<file path="src/rtl/threshold_seq.sv">
// -----------------------------------------------------------------------------
// threshold_seq
//
// A sequential threshold logic gate. Each accepted request does the
// following:
//   - It sums the weights w[i] of all inputs where x_i = 1, one input per
//     cycle, into a signed accumulator of W+3 bits.
//   - It compares that sum against the threshold th. The decision is
//     f = (sum >= th), using a signed compare.
//   - It presents sum and f through a valid/ready output handshake.
//
// Weights and threshold are set through a small configuration write port.
// Reset loads weight 1 for every input and threshold 2.
//
// Optional feature, macro TLG_LEARN_EN:
//   Defining this macro adds an UPD state after the compare. When f differs
//   from the latched target in_t, UPD applies a saturating perceptron step to
//   the active weights and to the threshold. Without the macro, in_t is
//   ignored and neither UPD nor any weight-update logic exists.
//
// Parameters:
//   N : number of binary gate inputs (2..7)
//   W : signed width of each weight and of the threshold
//
// Ports:
//   clk       : clock, rising edge
//   rst_n     : asynchronous active-low reset
//   cfg_we    : configuration write strobe (honoured only in IDLE)
//   cfg_addr  : 0..N-1 select weight w[i], N selects th, larger values ignored
//   cfg_data  : signed write value
//   in_valid  : evaluation request
//   in_ready  : block can accept a request (IDLE only)
//   in_x      : binary input vector, bit i = x_i
//   in_t      : training target (used only with TLG_LEARN_EN)
//   out_valid : result available
//   out_ready : consumer accepts result
//   out_f     : gate decision
//   out_sum   : signed weighted sum, W+3 bits
// -----------------------------------------------------------------------------
module threshold_seq #(
   parameter int N = 4,
   parameter int W = 8
) (
   input  logic         clk,
   input  logic         rst_n,
   input  logic         cfg_we,
   input  logic [2:0]   cfg_addr,
   input  logic [W-1:0] cfg_data,
   input  logic         in_valid,
   output logic         in_ready,
   input  logic [N-1:0] in_x,
   input  logic         in_t,
   output logic         out_valid,
   input  logic         out_ready,
   output logic         out_f,
   output logic [W+2:0] out_sum
);

   localparam int SW = W + 3;
   localparam int IW = (N > 1) ? $clog2(N) : 1;
   localparam logic [IW-1:0] LAST_IDX = IW'(N - 1);

`ifdef TLG_LEARN_EN
   localparam logic signed [W-1:0] W_MAX = {1'b0, {(W-1){1'b1}}};
   localparam logic signed [W-1:0] W_MIN = {1'b1, {(W-1){1'b0}}};

   typedef enum logic [2:0] {IDLE, ACC, CMP, UPD, OUT} state_t;
`else
   typedef enum logic [2:0] {IDLE, ACC, CMP, OUT} state_t;
`endif

   state_t               state;
   state_t               next_state;
   logic                 ready_en;
   logic [N-1:0]         x_q;
   logic [IW-1:0]        idx;
   logic signed [SW-1:0] acc;
   logic signed [SW-1:0] sum_q;
   logic                 f_q;
   logic signed [W-1:0]  w [N];
   logic signed [W-1:0]  th;
   logic                 accept;
   logic                 cfg_ok;
   logic signed [SW-1:0] w_ext;
   logic signed [SW-1:0] th_ext;

`ifdef TLG_LEARN_EN
   logic                 t_q;

   // One saturating +/-1 step within the signed W-bit range.
   function automatic logic signed [W-1:0] sat_step(input logic signed [W-1:0] v,
                                                    input logic up);
      logic signed [W-1:0] r;
      r = v;
      if (up && (v != W_MAX)) begin
         r = v + W'(1);
      end else if (!up && (v != W_MIN)) begin
         r = v - W'(1);
      end
      return r;
   endfunction
`else
   logic                 unused_t;
   assign unused_t = in_t;
`endif

   // ready_en keeps in_ready low while reset is held. It also keeps in_ready
   // low until the first clock edge after reset is released.
   assign in_ready  = (state == IDLE) && ready_en;
   assign accept    = in_valid && in_ready;
   assign cfg_ok    = cfg_we && (state == IDLE);
   assign out_valid = (state == OUT);
   assign out_f     = f_q;
   assign out_sum   = sum_q;

   assign w_ext  = {{3{w[idx][W-1]}}, w[idx]};
   assign th_ext = {{3{th[W-1]}}, th};

   // State register.
   always_ff @(posedge clk or negedge rst_n) begin
      if (!rst_n) begin
         state    <= IDLE;
         ready_en <= 1'b0;
      end else begin
         state    <= next_state;
         ready_en <= 1'b1;
      end
   end

   // Next-state logic.
   always_comb begin
      next_state = state;
      case (state)
         IDLE: begin
            if (accept) begin
               next_state = ACC;
            end
         end
         ACC: begin
            if (idx == LAST_IDX) begin
               next_state = CMP;
            end
         end
         CMP: begin
`ifdef TLG_LEARN_EN
            next_state = UPD;
`else
            next_state = OUT;
`endif
         end
`ifdef TLG_LEARN_EN
         UPD: begin
            next_state = OUT;
         end
`endif
         OUT: begin
            if (out_ready) begin
               next_state = IDLE;
            end
         end
         default: begin
            next_state = IDLE;
         end
      endcase
   end

   // Weight and threshold storage.
   // A configuration write lands on the accept edge. ACC reads the weights
   // only in later cycles, so a write in the accept cycle is already visible
   // to that evaluation.
   always_ff @(posedge clk or negedge rst_n) begin
      if (!rst_n) begin
         for (int i = 0; i < N; i++) begin
            w[i] <= W'(1);
         end
         th <= W'(2);
      end else begin
         if (cfg_ok) begin
            for (int i = 0; i < N; i++) begin
               if (cfg_addr == 3'(i)) begin
                  w[i] <= cfg_data;
               end
            end
            if (cfg_addr == 3'(N)) begin
               th <= cfg_data;
            end
         end
`ifdef TLG_LEARN_EN
         else if ((state == UPD) && (f_q != t_q)) begin
            for (int i = 0; i < N; i++) begin
               if (x_q[i]) begin
                  w[i] <= sat_step(w[i], t_q);
               end
            end
            th <= sat_step(th, !t_q);
         end
`endif
      end
   end

   // Evaluation datapath.
   // ACC visits one input per cycle. CMP captures the sum and decision into
   // the output registers, which stay stable through OUT.
   always_ff @(posedge clk or negedge rst_n) begin
      if (!rst_n) begin
         x_q   <= '0;
         idx   <= '0;
         acc   <= '0;
         sum_q <= '0;
         f_q   <= 1'b0;
      end else begin
         case (state)
            IDLE: begin
               if (accept) begin
                  x_q <= in_x;
                  idx <= '0;
                  acc <= '0;
               end
            end
            ACC: begin
               if (x_q[idx]) begin
                  acc <= acc + w_ext;
               end
               idx <= idx + IW'(1);
            end
            CMP: begin
               f_q   <= (acc >= th_ext);
               sum_q <= acc;
            end
            default: begin
            end
         endcase
      end
   end

`ifdef TLG_LEARN_EN
   // Latched training target.
   always_ff @(posedge clk or negedge rst_n) begin
      if (!rst_n) begin
         t_q <= 1'b0;
      end else if (accept) begin
         t_q <= in_t;
      end
   end
`endif

endmodule
</file>
<file path="config.mk">
export PLATFORM = sky130hd
export DESIGN_NAME = threshold_seq
export DESIGN_NICKNAME = d
export VERILOG_FILES = /design/src/rtl/threshold_seq.sv
export SDC_FILE = /design/constraint.sdc
export NUM_CORES = 1
export LEC_CHECK = 0
export ABC_CLOCK_PERIOD_IN_PS = 2900
export BUFFER_PORTS_ARGS = -buffer_cell sky130_fd_sc_hd__buf_2
export CORE_MARGIN = 10
export CORE_UTILIZATION = 35
export CTS_CLUSTER_DIAMETER = 60
export DETAILED_ROUTE_END_ITERATION = 16
export PLACE_DENSITY = 0.66
export SLEW_MARGIN = 40
export SYNTH_ARGS = -nofsm -noshare
export SYNTH_HDL_FRONTEND = slang
export SYNTH_SLANG_ARGS = --single-unit
</file>
<file path="constraint.sdc">
create_clock -name clk -period 2.9 [get_ports clk]
set_clock_uncertainty 0.2 [all_clocks]
set_input_delay 0.58 -clock clk [delete_from_list [all_inputs] [get_ports clk]]
set_output_delay 0.58 -clock clk [all_outputs]
set_load 0.02 [all_outputs]
</file>
==> flow_summary_export.csv <==
group,metric,value,unit
status,status,"finished, final reports clean",
power,cell_internal_pwr,0.00317,W
global_route,wire_length_of_the_first_global_routing_pass,12600,um
route,drt-total-wl,7440,um
place,finalWeightedCongestion,0.780,
route,total_via_count_in_the_routed_design,2450,
finish,final_core_util,42.9,%
sta,fin_setup_tns,0,ns
global_route,grt_overflow_total,0,
logic_synthesis,mappedNetlistArea,3700,sq um
floorplan,placement_rows,37,
logic_synthesis,yosys.cell_types.count,43,
logic_synthesis,asyncSetResetFlopFracSynth,100,%
floorplan,die_height,123,um
logic_synthesis,post_synth_inst_count,297,
sta,worst_pin_slew,0.633,ns
power,report.power.total,0.00504,W
logic_synthesis,netlist.area_leader.share,45.3,%
sta,rsz0062_at_grt,"yes",
worst_setup_path,critPathCaptureType,"flip-flop",
floorplan,fp.dieArea,15100,sq um
sta,finalSetupViolCount,0,
route,met3WireLength,366,um
power,vdd_drop_max,0.000412,V
place,numPortBuffers,33,
finish,layout-drive-gt1-share,40.4,%
worst_setup_path,cp_slowest_stage_delay,0.55,ns
worst_setup_path,critical_path.max_fanout,4,
finish,antennaDiodeCount,0,
worst_setup_path,crit_slowest_cell,"mux4_2",
floorplan,die_width,123,um
power,power_density,1140,nW/um^2
worst_hold_path,hold_path_class,"in -> async",
sta,relSlewSlack,57.8,%
power,clock_power_share,15.9,%
floorplan,starting_utilization_of_the_core_area,35.9,%
sta,fmaxAchievable,346,MHz
global_route,antenna_found_initial,0,
logic_synthesis,synth_largest_area_cell,"dfrtp_1",
cts,clock_tree.root_cell,"clkbuf_8",
floorplan,design.portCount,35,
cts,cts_inserted_buffers,9,
run,max-cap-violations,0,
route,dr_iter_0_viols,141,
sta,min_period,2.89,ns
cts,cts_tree,"done",
logic_synthesis,synth_fp_nets,345,
worst_setup_path,worstPathCellList,"mux4_2, ha_4, fa_2, a21oi_2, o211a_1, o211ai_1, and3_1, or4_1, o311ai_1",
global_route,grt_start_max_net_pins,33,
cts,cts_max_path_buffers,2,
global_route,first_global_vias,2612,
route,post-route-drc-count,0,
logic_synthesis,most_repeated_cell_in_the_gate_level_netlist_after_synthesis,"dfrtp_1",
worst_setup_path,critPathLaunchType,"flip-flop",
logic_synthesis,synth.avg_cell_area,12.5,sq um
logic_synthesis,synth_ff_type,"dfrtp_1",
route,residual_antenna_violating_net_count_after_detailed_routing,0,
sta,final_hold_viol_count,0,
route,dr.pass1.iters,4,
logic_synthesis,ys_seq_area_share,48.8,%
logic_synthesis,synth_top_cells_by_count,"dfrtp_1, mux2_2, nand2_1, ha_1, o21ai_0",
finish,area_growth_syn_to_layout,19.5,%
power,seq_power_share,35.0,%
route,highest_metal_layer_used_by_the_detailed_router,"met4",
logic_synthesis,post_synth_main_area_contributors,"dfrtp_1, mux2_2, ha_1",
route,detail_route.vias_per_cell,4.93,
worst_setup_path,critPathTopFamily,"simple AND/OR/NAND/NOR gates",
cts,path_clk_slew,0.08,ns
route,wl_met2,3600,um
power,power.leakage,2.06,nW
sta,fin_crit_sh,99.5,%
route,m1WireLength,3280,um
cts,cts.sink_count,72,
cts,cts_htree_levels,3,
finish,final_nets,404,
power,power.switching,0.00187,W
worst_setup_path,worst-setup-path-type,"reg -> reg",
route,detail_route.wl_per_cell,15.0,um
finish,filler_cell_count,928,
cts,post_cts_hold_buffer_count,0,
logic_synthesis,synth-warning-count,0,
global_route,grt_usage,10.6,%
logic_synthesis,synth_enable_flop_cells,0,
place,post-dp-hpwl,5730,um
power,power.share.switching,37.1,%
worst_setup_path,path_buf_inv,0,
floorplan,fp.coreArea,10300,sq um
sta,max_slew_violation_total_from_the_final_report,0,
worst_setup_path,crit_arrival,2.94,ns
cts,clkLatencyLatePin,0.35,ns
power,share_comb_of_total_power,49.1,%
worst_setup_path,crit_required,2.96,ns
logic_synthesis,total_of_flip_flops_plus_latches_after_synthesis,72,
## power groups by stage
stage / clock network [W] / logic (W) / registers [W]
finish: 0.000799 / 0.00247 / 0.00176
global route: 0.000875 / 0.00276 / 0.00182
CTS: 0.000819 / 0.00244 / 0.00176
detailed placement: 0 / 0.00237 / 0.00177
global placement: 0 / 0.00230 / 0.00174
floorplan: 0 / 0.00165 / 0.00178
## kinds of logic after synthesis
group	count (synthesis)	share of synthesized area (%)
AND/OR/NAND/NOR	59	7.23
buffers and inverters	20	2.33
XOR/XNOR	7	1.66
adder cells (fa/ha/maj)	27	9.33
multiplexers	65	22.9
other	1	0.101
flip-flops	72	48.8
AO/OA/AOI/OAI	46	7.64
## area by class of cell
type,instances,area [sq um],share of cell area (%)
Inverter,15,56.3,1.27
Multi-Input combinational cell,205,1860,42.0
Clock buffer,11,141,3.20
Sequential cell,72,1810,40.9
Timing Repair Buffer,53,332,7.49
Clock inverter,5,56.3,1.27
Tap cell,136,170,3.85
## routing by layer
layer / up-vias / track usage [%]
met4: 0 / 5.15
li1: 1197 / -
met2: 35 / 17.3
met3: 13 / 3.72
met1: 1205 / 12.0
met5: - / 0
## cell usage in the layout (no fill, tap or decap), drive strengths merged, types with 3 or more instances in the layout
cell,n
o21ai,18
inv,15
ha,26
nand4,5
dfstp,5
xor2,4
mux4,9
xnor2,3
nand3,4
nor2,13
a21oi,12
clkinv,3
buf,53
nand2,27
dfrtp,67
clkbuf,11
mux2,55
## registers in the layout, indices dropped and copies added (netlist names)
register and flops:
idx 2, state 2, w 32, th 8, ready_en 1, x_q 4, out_sum 11, acc 11
out_f 1
## per-stage QoR
step	std cells	cell area, sq um	worst slack (ns)	hold WS, ns
final	497	4420	0.0138	0.00638
after global placement	479	4160	-0.114	0.279
after CTS	497	4400	-0.0633	0.0290
after detailed placement	479	4160	-0.123	0.288
after global routing	497	4420	-0.172	0.0442
after floorplan	297	3720	-0.107	0.0844
## worst reg2reg max path: cells and delay by family, from the launching register on
family | cells | cell delay [ns]
AOI/OAI and AO/OA | 4 | 0.54
adders and majority gates | 2 | 0.52
DFF | 1 | 0.42
muxes | 1 | 0.55
and+or+nand+nor | 2 | 0.57
## timing repair
| item | CTS | global route |
|---|---|---|
| gates resized for setup | 4 | 4 |
| buffers inserted | 2 | 0 |
| pin swaps | 7 | 4 |
| setup endpoints to repair | 2 | 3 |
## final timing paths
check                      startpoint  depth (start not counted)  slack (ns)          to
setup / recovery               idx[0]                          9        0.01     acc[10]
hold / removal                  rst_n                          1       0.006  out_sum[0]
setup reg to reg               idx[0]                          9        0.01     acc[10]
hold reg to reg            out_sum[1]                          1        0.30  out_sum[1]
max in group asynchronous       rst_n                          2        1.68       th[5]
min in group clk              in_x[1]                          2        0.26      x_q[1]
(Power assumes the default switching activity.)
